**src/rtl/meta_array_ctrl.sv**
```systemverilog
// Sweep-clear sequencer, read port driver and refill/invalidate write arbiter
// for the set-associative replacement/state metadata array.
module meta_array_ctrl #(
  parameter int unsigned SETS   = 128,
  parameter int unsigned WAYS   = 8,
  parameter int unsigned DATA_W = 2
) (
  input  logic                        clock,
  input  logic                        reset,
  input  logic                        flush_all,
  output logic                        init_done,
  input  logic                        rd_valid,
  output logic                        rd_ready,
  input  logic [$clog2(SETS)-1:0]     rd_set,
  output logic                        rd_resp_valid,
  output logic [WAYS*DATA_W-1:0]      rd_resp_data,
  input  logic                        rf_valid,
  output logic                        rf_ready,
  input  logic [$clog2(SETS)-1:0]     rf_set,
  input  logic [$clog2(WAYS)-1:0]     rf_way,
  input  logic [DATA_W-1:0]           rf_data,
  input  logic                        iv_valid,
  output logic                        iv_ready,
  input  logic [$clog2(SETS)-1:0]     iv_set,
  input  logic [WAYS-1:0]             iv_maskOH,
  output logic [$clog2(SETS)-1:0]     arr_r_addr,
  input  logic [WAYS*DATA_W-1:0]      arr_r_data,
  output logic                        arr_w_en,
  output logic [$clog2(SETS)-1:0]     arr_w_addr,
  output logic [WAYS-1:0]             arr_w_maskOH,
  output logic [WAYS*DATA_W-1:0]      arr_w_data
);

  localparam int unsigned SetW  = $clog2(SETS);
  localparam int unsigned LineW = WAYS * DATA_W;

  typedef enum logic {StInit, StRun} state_e;

  state_e            st_q, st_d;
  logic [SetW-1:0]   init_cnt_q, init_cnt_d;
  logic              rr_q, rr_d;
  logic [SetW-1:0]   raddr_q;
  logic              resp_q;
  logic [LineW-1:0]  fwd_mask_q, fwd_mask_d;
  logic [LineW-1:0]  fwd_data_q;

  logic run, sweep, contend, rf_grant, iv_grant, rd_accept;
  logic [LineW-1:0] w_bits;

  assign run       = (st_q == StRun);
  // Sweep writes are held off while reset is asserted so outputs show reset values.
  assign sweep     = (st_q == StInit) && !reset;
  assign contend   = run && rf_valid && iv_valid;
  assign rf_grant  = run && rf_valid && !(iv_valid && rr_q);
  assign iv_grant  = run && iv_valid && !(rf_valid && !rr_q);
  assign rd_accept = run && rd_valid;

  assign init_done     = run;
  assign rd_ready      = run;
  assign rf_ready      = rf_grant;
  assign iv_ready      = iv_grant;
  assign arr_r_addr    = rd_accept ? rd_set : raddr_q;
  assign rd_resp_valid = resp_q;
  // Forwarded ways take the same-cycle write value; the rest come from the array.
  assign rd_resp_data  = resp_q ? ((fwd_data_q & fwd_mask_q) | (arr_r_data & ~fwd_mask_q))
                                : '0;

  // Write port mux: sweep has the port in INIT, otherwise the granted requester.
  always_comb begin
    arr_w_en     = 1'b0;
    arr_w_addr   = '0;
    arr_w_maskOH = '0;
    arr_w_data   = '0;
    if (sweep) begin
      arr_w_en     = 1'b1;
      arr_w_addr   = init_cnt_q;
      arr_w_maskOH = '1;
    end else if (rf_grant) begin
      arr_w_en     = 1'b1;
      arr_w_addr   = rf_set;
      arr_w_maskOH = WAYS'(1) << rf_way;
      arr_w_data   = {WAYS{rf_data}};
    end else if (iv_grant) begin
      arr_w_en     = 1'b1;
      arr_w_addr   = iv_set;
      arr_w_maskOH = iv_maskOH;
    end
  end

  // Expand the per-way mask to a per-bit mask and capture it on a same-set read/write.
  always_comb begin
    w_bits = '0;
    for (int w = 0; w < WAYS; w++) begin
      w_bits[w*DATA_W +: DATA_W] = {DATA_W{arr_w_maskOH[w]}};
    end
    fwd_mask_d = (rd_accept && arr_w_en && (arr_w_addr == rd_set)) ? w_bits : '0;
  end

  // Next state: sweep counter, RUN entry/exit and round-robin pointer.
  always_comb begin
    st_d       = st_q;
    init_cnt_d = init_cnt_q;
    rr_d       = rr_q;
    unique case (st_q)
      StInit: begin
        init_cnt_d = init_cnt_q + 1'b1;
        if (init_cnt_q == SetW'(SETS - 1)) begin
          st_d       = StRun;
          init_cnt_d = '0;
        end
      end
      StRun: begin
        // After a contested grant the pointer moves to the loser.
        if (contend) rr_d = ~rr_q;
        if (flush_all) begin
          st_d       = StInit;
          init_cnt_d = '0;
        end
      end
      default: st_d = StInit;
    endcase
  end

  // State registers.
  always_ff @(posedge clock or posedge reset) begin
    if (reset) begin
      st_q       <= StInit;
      init_cnt_q <= '0;
      rr_q       <= 1'b0;
      raddr_q    <= '0;
      resp_q     <= 1'b0;
      fwd_mask_q <= '0;
      fwd_data_q <= '0;
    end else begin
      st_q       <= st_d;
      init_cnt_q <= init_cnt_d;
      rr_q       <= rr_d;
      raddr_q    <= arr_r_addr;
      resp_q     <= rd_accept;
      fwd_mask_q <= fwd_mask_d;
      fwd_data_q <= arr_w_data;
    end
  end

endmodule
```
**config.mk**
```make
export PLATFORM = sky130hd
export DESIGN_NAME = meta_array_ctrl
export DESIGN_NICKNAME = d
export VERILOG_FILES = /design/src/rtl/meta_array_ctrl.sv
export SDC_FILE = /design/constraint.sdc
export NUM_CORES = 1
export LEC_CHECK = 0
export ABC_AREA = 1
export ABC_CLOCK_PERIOD_IN_PS = 1700
export BUFFER_PORTS_ARGS = -buffer_cell sky130_fd_sc_hd__buf_2
export CAP_MARGIN = 30
export CORE_UTILIZATION = 40
export DETAILED_ROUTE_END_ITERATION = 8
export PLACE_DENSITY = 0.85
export SYNTH_ARGS = -nofsm -noshare
export SYNTH_HDL_FRONTEND = slang
export SYNTH_SLANG_ARGS = --single-unit
```
**constraint.sdc**
```tcl
create_clock -name clock -period 1.7 [get_ports clock]
set_input_delay 0.255 -clock clock [delete_from_list [all_inputs] [get_ports clock]]
set_output_delay 0.255 -clock clock [all_outputs]
set_load 0.005 [all_outputs]
```
==> results.sh <==
export IMPL_status="finished, violations left"
export IMPL_violations="setup timing"
export IMPL_dp_cells=465
export IMPL_drt_iter0_drc=125
export IMPL_power_leakage_uw=0.00181
export IMPL_stdcell_count=493
export IMPL_fin_ws_ns=-0.108
export IMPL_yosys_area_top_type="dfrtp_1"
export IMPL_tritoncts="done"
export IMPL_path_delay_family="simple AND/OR/NAND/NOR gates"
export IMPL_rows=25
export IMPL_synth_top_area_share_pct=33.4
export IMPL_dieWidth_um=73.1
export IMPL_overflow=0
export IMPL_grt_max_degree=23
export IMPL_drc=0
export IMPL_crit_buf_inv=4
export IMPL_clockBufferDepth=2
export IMPL_die_h_um=73.1
export IMPL_insertion_delay_ns=0.28
export IMPL_critical_path_max_fanout=10
export IMPL_netlist_area_mm2=0.00202
export IMPL_p_seq_share_pct=40.5
export IMPL_clockRootBuffer="clkbuf_8"
export IMPL_critPathKind="flip-flop to primary output"
export IMPL_clock_sinks=27
export IMPL_multi_input_area_mm2=0.00112
export IMPL_max_stage_delay_ns=0.43
export IMPL_required_ns=1.44
export IMPL_fill_cells=418
export IMPL_power_clock_fraction_pct=16.4
export IMPL_worstPathArrival_ns=1.55
export IMPL_yosysWarnings=0
export IMPL_p_int_uw=1430
export IMPL_critPathCaptureType="primary output"
export IMPL_vias=2404
export IMPL_dpl_hpwl_um=4680
export IMPL_p_sw_share_pct=38.1
export IMPL_fin_skew_ns=0.00602
export IMPL_rsz0062_at_grt="true"
export IMPL_worstMarginPinSlew_ns=0.408
export IMPL_hold_path_class="primary input to flip-flop"
export IMPL_startpoint_type="flip-flop"
export IMPL_max_slew_margin_rel_pct=72.8
export IMPL_ys_types=27
export IMPL_antenna_left=0
export IMPL_period_minus_slack_ns=1.81
export IMPL_cts_inserted_buffers=3
export IMPL_synth_seq_cells=27
export IMPL_ioPinCount=116
export IMPL_antenna_found_initial=0
export IMPL_avgSynthCellArea_um2=6.84
export IMPL_hold_viol=0
export IMPL_cts_clk_slew_worst_paths_ns=0.10
export IMPL_start_util_pct=42.3
export IMPL_core_mm2=0.00479
export IMPL_io_buffers=115
export IMPL_cap_violations=0
export IMPL_post_route_util_pct=62.7
export IMPL_wl_per_cell_um=12.8
export IMPL_power_switching_uw=884
export IMPL_cp_slowest_cell="dfrtp_1"
export IMPL_cp_cell_sequence="buf_6 > nor2_8 > inv_6 > or2_1 > nand2_2 > inv_1 > buf_2"
export IMPL_max_freq_mhz=553
export IMPL_register_area_um2=676
export IMPL_finalSetupViolations=38
export IMPL_ys_seq_area_share_pct=33.4
export IMPL_slew_violations=0
export IMPL_htree_levels=1
export IMPL_synth_area_leaders="dfrtp_1 (33%), nand2_1 (11%), inv_1 (9.3%), nor2_1 (6.9%), nand3_1 (6.4%)"
export IMPL_vias_per_cell=4.88
export IMPL_track_usage_pct=22.5
export IMPL_yosysMostFrequentCell="nand2_1"
export IMPL_period_share_pct=106
export IMPL_synth_edff_count=0
export IMPL_syn_nets=353
export IMPL_ys_flop_type="dfrtp_1"
export IMPL_p_comb_share_pct=43.1
export IMPL_nets=484
export IMPL_grt_pass1_wl_um=9440
export IMPL_antenna_cells=0
export IMPL_synth_cells=296
export IMPL_die_area_mm2=0.00535
export IMPL_ir_drop_uv=370
export IMPL_drive_above_1_share_pct=46.9
export IMPL_area_growth_pct=48.3
export IMPL_dr_pass1_iters=4
export IMPL_p_per_area_mw_per_mm2=772
export IMPL_wl_um=6320
export IMPL_async_flop_share_pct=100
export IMPL_netlist_top_cells_count="nand2_1 (59), inv_1 (50), nor2_1 (37)"
export IMPL_gp_congestion=0.919
export IMPL_grt_pass1_vias=2161
==> cells by family (layout without fill, tap and decap cells) <==
family	after synthesis	after routing	share of synthesized area [%]
buffers and inverters	75	204	17.8
and+or+nand+nor	147	148	34.1
adders and majority gates	1	1	0.618
xor gates and xnor gates	5	5	2.16
AOI/OAI and AO/OA	41	41	12.0
DFF	27	27	33.4
==> final cells by class <==
| cell class | count | share of cell area [%] |
|---|---|---|
| clock inverters | 1 | 0.167 |
| well taps | 67 | 2.79 |
| flip-flops and latches | 27 | 22.5 |
| multi-input cells | 195 | 37.3 |
| repair buffers | 148 | 29.1 |
| clock buffers | 3 | 1.38 |
| inverters | 52 | 6.75 |
==> registers in the layout, summed over array words and instances, names as in the netlist <==
| register | flops |
|---|---|
| rr_q | 1 |
| rd_resp_valid | 1 |
| init_cnt_q | 7 |
| raddr_q | 7 |
| init_done | 1 |
| fwd_mask_q | 8 |
| fwd_data_q | 2 |
==> power groups by stage <==
stage / Sequential (µW) / Clock [µW] / Combinational (µW)
final: 938 / 380 / 1000
after global routing: 957 / 406 / 1120
after CTS: 936 / 385 / 958
after detailed placement: 945 / 0 / 872
after global placement: 933 / 0 / 838
after floorplan: 908 / 0 / 544
==> worst min-delay path, cell delays in order <==
cell	delay, ns
buf_2	0.11
inv_1	0.07
o21ai_1	0.08
==> through the flow <==
stage                     power, µW  instance area (µm²)  TNS [ns]  setup slack [ns]  hold WS [ns]
after floorplan                1450                 2020     -1.23           -0.0879         0.308
after global placement         1770                 2610         0             0.104         0.236
after detailed placement       1820                 2610         0            0.0418         0.246
after CTS                      2280                 2920     -1.60           -0.0955         0.277
after global routing           2480                 3000     -5.97            -0.178         0.276
final                          2320                 3000     -2.39            -0.108         0.259
==> layout by cell type, fill, tap and decap left out, types with 4 or more instances in the layout <==
cell,Yosys,routed
inv_2,1,5
nand3_1,26,24
nor2_2,10,9
a41oi_2,0,6
nand2_1,59,51
nor2_1,37,35
o21ai_0,26,19
nor2_4,1,5
buf_6,2,7
dfrtp_1,27,27
buf_2,1,114
buf_4,16,24
inv_1,50,45
nand3_2,3,5
xor2_1,4,4
nand2_2,3,10
o21ai_1,0,6
==> final timing paths <==
check | to | slack (ns) | from | depth (start not counted)
min reg2reg | raddr_q[4]$_DFF_PP0_ | 0.49 | raddr_q[4]$_DFF_PP0_ | 2
min | raddr_q[5]$_DFF_PP0_ | 0.26 | rd_set[5] | 3
min in group asynchronous | rr_q$_DFFE_PP0P_ | 0.52 | reset | 3
max reg2reg | fwd_mask_q[9]$_DFF_PP0_ | -0.06 | init_done$_DFF_PP0_ | 12
max | arr_w_addr[0] | -0.11 | init_done$_DFF_PP0_ | 7
max in group asynchronous | fwd_mask_q[5]$_DFF_PP0_ | 0.63 | reset | 4
==> per-layer routing <==
metal	part of all wire, %	track usage (%)	vias up
li1	-	-	1170
met1	38	25.4	1083
met2	52	42.5	134
met3	8.2	4.42	17
met4	1.8	6.32	0
met5	0	0	-
==> timing repair <==
action,4_1_cts,5_1_grt
buffers inserted,15,4
hold endpoints to repair,5,0
hold buffers,1,0
gates cloned,2,2
endpoints found under the setup margin,30,46
resized for setup,33,20
pin swaps,11,2
No activity file was read; power rests on OpenSTA's default activity.
